`config.mk`:
```
export PLATFORM = sky130hd
export DESIGN_NAME = sqrt_feed
export DESIGN_NICKNAME = d
export VERILOG_FILES = /design/src/rtl/dvp_pkg.sv /design/src/rtl/sync_fifo_fwft.sv /design/src/rtl/sqrt_feed.sv
export SDC_FILE = /design/constraint.sdc
export NUM_CORES = 1
export LEC_CHECK = 0
export ABC_AREA = 1
export BUFFER_PORTS_ARGS = -buffer_cell sky130_fd_sc_hd__buf_2
export CAP_MARGIN = 5
export CORE_ASPECT_RATIO = 0.75
export CORE_UTILIZATION = 38
export CTS_BUF_LIST = sky130_fd_sc_hd__clkbuf_4
export DETAILED_ROUTE_END_ITERATION = 10
export GPL_TIMING_DRIVEN = 0
export PLACE_DENSITY = 0.61
export SYNTH_ARGS = -nofsm -noshare
export SYNTH_HDL_FRONTEND = slang
export SYNTH_SLANG_ARGS = --single-unit
```
`constraint.sdc`:
```
create_clock -name clk -period 2.5 [get_ports clk]
set_input_delay 0 -clock clk [delete_from_list [all_inputs] [get_ports clk]]
set_output_delay 0 -clock clk [all_outputs]
set_load 0.01 [all_outputs]
```
`src/rtl/dvp_pkg.sv`:
```
// dvp_pkg
// Shared types and constants for the dvp magnitude path.
//   mag_t      : 8-bit unsigned gradient magnitude
//   user_t     : 2-bit sideband {sof, eol}
//   out_word_t : one output-FIFO entry, sideband above magnitude
//   SQ_W       : width of the squared-sum word sent to the sqrt core
//   square8()  : square of a signed 8-bit gradient as a 15-bit unsigned value
package dvp_pkg;

    localparam int SQ_W   = 16;
    localparam int MAG_W  = 8;
    localparam int USER_W = 2;

    typedef logic [MAG_W-1:0]  mag_t;
    typedef logic [USER_W-1:0] user_t;

    typedef struct packed {
        user_t user;
        mag_t  mag;
    } out_word_t;

    localparam int OUT_W = $bits(out_word_t);

    // Squaring through the absolute value keeps the multiply unsigned.
    // For -128 the 8-bit negation wraps back to 8'h80, which read as
    // unsigned is exactly 128, so no special case is needed.
    function automatic logic [14:0] square8(input logic signed [7:0] v);
        logic [7:0] a;
        a = v[7] ? 8'(-v) : 8'(v);
        return 15'(a) * 15'(a);
    endfunction

endpackage

```
`src/rtl/sync_fifo_fwft.sv`:
```
// sync_fifo_fwft
// Single-clock first-word-fall-through FIFO. The head entry is visible on
// rd_data whenever the FIFO is non-empty; rd_en pops it.
// Ports:
//   clk, rst_n      : clock, asynchronous active-low reset
//   wr_en, wr_data  : push request and data (ignored when full unless a pop
//                     happens in the same cycle)
//   rd_en           : pop request (ignored when empty)
//   rd_data         : head entry, forced to zero while empty
//   full, empty     : status from pointer comparison
module sync_fifo_fwft #(
    parameter int WIDTH = 8,
    parameter int DEPTH = 16
) (
    input  logic             clk,
    input  logic             rst_n,
    input  logic             wr_en,
    input  logic [WIDTH-1:0] wr_data,
    input  logic             rd_en,
    output logic [WIDTH-1:0] rd_data,
    output logic             full,
    output logic             empty
);

    localparam int AW = $clog2(DEPTH);

    // Pointers carry one extra wrap bit so full and empty can be told apart
    // when the index bits match.
    logic [AW:0]      wr_ptr;
    logic [AW:0]      rd_ptr;
    logic [WIDTH-1:0] mem [DEPTH];
    logic             do_wr;
    logic             do_rd;

    assign empty = (wr_ptr == rd_ptr);
    assign full  = (wr_ptr[AW] != rd_ptr[AW]) &&
                   (wr_ptr[AW-1:0] == rd_ptr[AW-1:0]);

    // A pop in the same cycle frees the slot, so a full FIFO still takes
    // a push when it is also being read.
    assign do_rd = rd_en && !empty;
    assign do_wr = wr_en && (!full || do_rd);

    // Zero while empty so the downstream outputs sit at zero after reset.
    assign rd_data = empty ? '0 : mem[rd_ptr[AW-1:0]];

    always_ff @(posedge clk) begin
        if (do_wr) begin
            mem[wr_ptr[AW-1:0]] <= wr_data;
        end
    end

    always_ff @(posedge clk or negedge rst_n) begin
        if (!rst_n) begin
            wr_ptr <= '0;
            rd_ptr <= '0;
        end else begin
            if (do_wr) begin
                wr_ptr <= wr_ptr + 1'b1;
            end
            if (do_rd) begin
                rd_ptr <= rd_ptr + 1'b1;
            end
        end
    end

endmodule

```
`src/rtl/sqrt_feed.sv`:
```
// sqrt_feed
// Front and back end around the sqrt CORDIC core in the magnitude path.
// Incoming signed gradient pairs are squared and summed in two registered
// stages and handed to the core. Each core result is re-paired with the
// sideband of its input and queued on a backpressurable output stream.
// The core cannot stall, so a credit counter limits how many items may be
// anywhere between input accept and output pop.
// Ports:
//   clk, rst_n                 : clock (shared with the core), async active-low reset
//   s_gx, s_gy, s_user         : signed gradient pair and {sof, eol} sideband
//   s_valid, s_ready           : input handshake
//   cart_tdata, cart_tvalid    : gx^2 + gy^2 to the core cartesian input
//   sqrt_tdata, sqrt_tvalid    : core result, magnitude in [7:0]
//   m_mag, m_user              : output magnitude and its sideband
//   m_valid, m_ready           : output handshake
//   err                        : sticky protocol error
module sqrt_feed
    import dvp_pkg::*;
#(
    parameter int DEPTH = 16
) (
    input  logic              clk,
    input  logic              rst_n,
    input  logic signed [7:0] s_gx,
    input  logic signed [7:0] s_gy,
    input  user_t             s_user,
    input  logic              s_valid,
    output logic              s_ready,
    output logic [SQ_W-1:0]   cart_tdata,
    output logic              cart_tvalid,
    input  logic [SQ_W-1:0]   sqrt_tdata,
    input  logic              sqrt_tvalid,
    output mag_t              m_mag,
    output user_t             m_user,
    output logic              m_valid,
    input  logic              m_ready,
    output logic              err
);

    localparam int            CW         = $clog2(DEPTH) + 1;
    localparam logic [CW-1:0] CREDIT_MAX = CW'(DEPTH);

    logic            accept;
    logic            out_pop;
    logic [14:0]     sq_x;
    logic [14:0]     sq_y;
    logic            st1_valid;
    logic [CW-1:0]   credit;

    user_t           sb_user;
    logic            sb_full;
    logic            sb_empty;

    out_word_t       out_wdata;
    out_word_t       out_rdata;
    logic            out_push;
    logic            out_full;
    logic            out_empty;

    // Only the low byte of the core output carries the magnitude.
    logic            unused_sqrt_hi;
    assign unused_sqrt_hi = ^sqrt_tdata[SQ_W-1:8];

    // s_ready depends only on the credit register, never on s_valid, so the
    // upstream can never form a combinational loop through this block.
    assign s_ready = (credit != CREDIT_MAX);
    assign accept  = s_valid && s_ready;
    assign out_pop = m_valid && m_ready;

    // Stage 1: square both components. Each square fits in 15 bits since
    // the largest is (-128)^2 = 16384.
    always_ff @(posedge clk or negedge rst_n) begin
        if (!rst_n) begin
            sq_x      <= '0;
            sq_y      <= '0;
            st1_valid <= 1'b0;
        end else begin
            st1_valid <= accept;
            if (accept) begin
                sq_x <= square8(s_gx);
                sq_y <= square8(s_gy);
            end
        end
    end

    // Stage 2: 16-bit sum to the core. The largest sum is 32768, so the
    // extra bit alone is enough and nothing saturates. The data is held
    // between valid beats.
    always_ff @(posedge clk or negedge rst_n) begin
        if (!rst_n) begin
            cart_tdata  <= '0;
            cart_tvalid <= 1'b0;
        end else begin
            cart_tvalid <= st1_valid;
            if (st1_valid) begin
                cart_tdata <= {1'b0, sq_x} + {1'b0, sq_y};
            end
        end
    end

    // Sideband rides alongside the core in its own FIFO: pushed on accept,
    // popped as each result comes back. Core order equals input order.
    sync_fifo_fwft #(
        .WIDTH (USER_W),
        .DEPTH (DEPTH)
    ) u_sideband_fifo (
        .clk     (clk),
        .rst_n   (rst_n),
        .wr_en   (accept),
        .wr_data (s_user),
        .rd_en   (sqrt_tvalid),
        .rd_data (sb_user),
        .full    (sb_full),
        .empty   (sb_empty)
    );

    // A result with no matching sideband is discarded rather than queued
    // with a made-up sideband.
    assign out_push       = sqrt_tvalid && !sb_empty;
    assign out_wdata.user = sb_user;
    assign out_wdata.mag  = sqrt_tdata[7:0];

    sync_fifo_fwft #(
        .WIDTH (OUT_W),
        .DEPTH (DEPTH)
    ) u_output_fifo (
        .clk     (clk),
        .rst_n   (rst_n),
        .wr_en   (out_push),
        .wr_data (out_wdata),
        .rd_en   (m_ready),
        .rd_data (out_rdata),
        .full    (out_full),
        .empty   (out_empty)
    );

    assign m_valid = !out_empty;
    assign m_mag   = out_rdata.mag;
    assign m_user  = out_rdata.user;

    // Credit counts every item between accept and output pop, which covers
    // the two pipeline stages, the core and both FIFOs. Accept and pop in
    // the same cycle cancel out.
    always_ff @(posedge clk or negedge rst_n) begin
        if (!rst_n) begin
            credit <= '0;
        end else begin
            case ({accept, out_pop})
                2'b10:   credit <= credit + 1'b1;
                2'b01:   credit <= credit - 1'b1;
                default: credit <= credit;
            endcase
        end
    end

    // Sticky error: an orphan core result, or a push into a full output
    // FIFO that no simultaneous pop makes room for.
    always_ff @(posedge clk or negedge rst_n) begin
        if (!rst_n) begin
            err <= 1'b0;
        end else if ((sqrt_tvalid && sb_empty) ||
                     (out_push && out_full && !out_pop)) begin
            err <= 1'b1;
        end
    end

    // The credit limit keeps the sideband FIFO from ever being pushed while
    // full, and keeps the counter from going below zero.
    a_sideband_no_overflow : assert property (
        @(posedge clk) disable iff (!rst_n) !(accept && sb_full));

    a_credit_no_underflow : assert property (
        @(posedge clk) disable iff (!rst_n) !(out_pop && (credit == '0)));

endmodule

```
==> metrics <==
pin count of the biggest net entering global routing=71; RSZ-0062 raised after global routing=true; relative slew slack=44.6%; Pins Over Slew Limit=0; fillers=3557; Tcrit/Tclk final=135%; FP Rows=63; critical path class=in -> reg; synthesized flop and latch total=264; Seq/Total Area, Yosys=49.3%; routed vias=12522; worst hold path class=in -> reg; Netlist Area Pre-Place=0.0153 mm^2; Initial Utilization=38.7%; I/O pin count=69; Clk Latency, worst-skew pair=780 ps; Slowest cell on crit path=fa_1; vias in the first global route=12064; Finished Cell Area=0.0203 mm^2; Clk pin slew, worst setup/hold paths=60 ps; Die Width=234 um; DPL Wire Length=27600 um; EDFF count, synth=192; outcome=finished with violations; main combinational cell family by area after synthesis=simple AND/OR/NAND/NOR gates; most used cell, CP=fa_1; all-layer global routing usage=19.8%; Startpoint Class=primary input; residual DRC count=3; GP Congestion=0.881; antenna violations before repair=2; routed vias/inst=5.04; xor/xnor share of the synthesized area=2.63%; YS warnings=0; clock tree buffer depth=3; syn avg cell area=9.30 um^2; worst slack at placement=-1800 ps; Static Leak=8.59 nW; P&R area growth vs syn=32.2%; mux contribution to synthesized area=0%; IO buf count=58; Core ar.=0.0396 mm^2; ys async rst share=27.3%; worst-path cell chain=buf_8 -> inv_12 -> ha_4 -> nand3_4 -> nand2_4 -> nand2_4 -> nand2_4 -> inv_4 -> nor2_4 -> inv_2 -> fa_1 -> inv_1 -> fa_1 -> inv_2 -> fa_1 -> fa_1 -> inv_2 -> ha_4 -> a21oi_4 -> o21ai_4 -> a21oi_2 -> xor2_1 -> o21ai_1; met3 WL=2960 um; DRT Pass-1 Iters=10; critical path arrival=3980 ps; Yosys cell types=39; WL final=42600 um; final setup fails=34; CTS tree=done; DR iter-0 viols=848; Met1 Routed Length=20000 um; met2 wire length=18900 um; Power, Total=24.1 mW; GR Overflow Total=0; WL/cell=17.2 um; DR top layer=met5; worst vdd ir=510 uV; max cap viols=0; simple-gate area share of the yosys netlist=18.3%; Crit. End Element=register; skew final=63.3 ps; CP required=3120 ps; Worst-Margin Slew=830 ps; H-tree depth=3; CP Max Fanout=5; Post-Synth Adder-Cell Area=13.1%; full die area=0.0412 mm^2; family with the most delay on the worst path=adder cells; top achievable clock speed=0.297 GHz; power density cells=1190 mW/mm^2; Tmin final=3360 ps; placed inst area=0.0167 mm^2; ys flop type=edfxtp_1; dpl cells=2240; Post-Layout Cell Count=2483; DRT antenna net count=0; Syn Inst Count=1649; failing checks=DRC, setup timing; first-pass GRT wire length=63500 um; Fin Hold WS=154 ps; slowest stage delay, CP=540 ps; Buf/Inv on CP=7; CTS sink cnt=264; Total Nets Final=2083; compound-gate portion of the synthesized area=9.52%; Final Hold Fails=0; share of layout cells above drive strength 1=29.9%; final setup margin=-865 ps; TritonCTS Buffers=69; Die Ht=176 um; CTS root buf=clkbuf_4
-- area by class of cell --
class,count,area (um^2),share of cell area [%]
flip-flops and latches,264,7570,37.3
inverters,207,871,4.29
multi-input cells,1136,8010,39.5
well taps,520,651,3.21
clock buffers,94,706,3.48
clock inverters,25,121,0.598
plain buffers,52,571,2.81
diodes,4,10.0,0.0494
repair buffers,181,1770,8.74
-- worst register-to-register path: cells and delay by family, from the launching register on --
| kind | cells | cell delay, ps |
|---|---|---|
| adder cells (fa/ha/maj) | 2 | 680 |
| flip-flops | 1 | 400 |
| buffers and inverters | 3 | 540 |
| AO/OA/AOI/OAI | 1 | 70 |
| XOR/XNOR | 1 | 150 |
| AND/OR/NAND/NOR | 6 | 920 |
-- final timing paths --
kind | start | endpoint | slack [ps] | depth (start not counted)
setup / recovery | s_gx[0] | sq_x[9]$_DFFE_PN0P_ | -860 | 23
min in group asynchronous | rst_n | sq_y[11]$_DFFE_PN0P_ | 170 | 3
max in group asynchronous | rst_n | sq_y[8]$_DFFE_PN0P_ | 1650 | 4
hold / removal | s_gy[2] | sq_y[3]$_DFFE_PN0P_ | 150 | 9
hold reg to reg | st1_valid$_DFF_PN0_ | cart_tvalid$_DFF_PN0_ | 390 | 0
setup reg to reg | credit[0]$_DFFE_PN0P_ | credit[4]$_DFFE_PN0P_ | -300 | 13
-- sequential cells by signal, summed over array words and instances (netlist names) --
register	flops
credit	5
u_sideband_fifo.wr_ptr	5
u_output_fifo.rd_ptr	5
u_sideband_fifo.mem	32
st1_valid	1
cart_tvalid	1
sq_y	14
err	1
cart_tdata	16
u_sideband_fifo.rd_ptr	5
u_output_fifo.wr_ptr	5
u_output_fifo.mem	160
sq_x	14
-- logic make-up (layout without fill, tap and decap cells) --
group                      after synthesis  in the layout
buffers and inverters                  260            559
and+or+nand+nor                        675            675
other                                    1             16
AOI/OAI and AO/OA                      270            270
xor gates and xnor gates                46             46
DFF                                    264            264
adders and majority gates              133            133
-- where the power goes --
group	internal, mW	switching, mW	leakage [nW]
clock network	1.77	1.89	0.492
registers	5.78	0.506	2.61
logic	6.07	8.11	5.49
-- repair_timing --
item | in CTS | in global routing
cloned | 0 | 14
pin swaps | 78 | 141
setup endpoints to repair | 107 | 72
resized for setup | 195 | 287
setup buffers | 39 | 39
endpoints found under the hold margin | 288 | 0
hold buffers | 32 | 0
-- layer usage --
| metal | track usage, % | vias to the layer above |
|---|---|---|
| met5 | 0 | - |
| met4 | 5.28 | 2 |
| met1 | 28.9 | 6065 |
| met3 | 4.57 | 65 |
| li1 | - | 6007 |
| met2 | 29.4 | 383 |
-- Yosys cell counts (all sizes together), types with 8 or more instances --
library cell | n | area share [%]
nand3 | 64 | 2.2
or2 | 8 | 0.33
clkbuf | 18 | 0.44
dfrtp | 72 | 12
xnor2 | 15 | 0.86
inv | 206 | 5.1
nand4 | 13 | 0.53
fa | 47 | 6.1
buf | 35 | 1.5
edfxtp | 192 | 38
a21oi | 37 | 1.2
a31oi | 16 | 0.65
o211ai | 25 | 1.2
o21ai | 183 | 6.0
xor2 | 31 | 1.8
ha | 86 | 7.0
nor2 | 285 | 7.6
nand2 | 299 | 7.5
-- cells in the final DEF (no fill, tap or decap), drive strengths merged, types with 16 or more instances in the layout --
| cell type | instances |
|---|---|
| a21oi | 37 |
| a31oi | 16 |
| buf | 175 |
| clkbuf | 120 |
| clkinv | 24 |
| dfrtp | 72 |
| dlygate4sd3 | 32 |
| edfxtp | 192 |
| fa | 47 |
| ha | 86 |
| inv | 206 |
| nand2 | 299 |
| nand3 | 64 |
| nor2 | 285 |
| o211ai | 25 |
| o21ai | 183 |
| xor2 | 31 |
-- through the flow --
stage                     setup TNS (ps)  util (%)
after floorplan                   -20780         -
after global placement            -47420      41.9
after detailed placement          -47150      42.0
after CTS                         -12500      47.3
after global routing              -18840      51.1
final                             -13920      51.2
(Power assumes the default switching activity.)
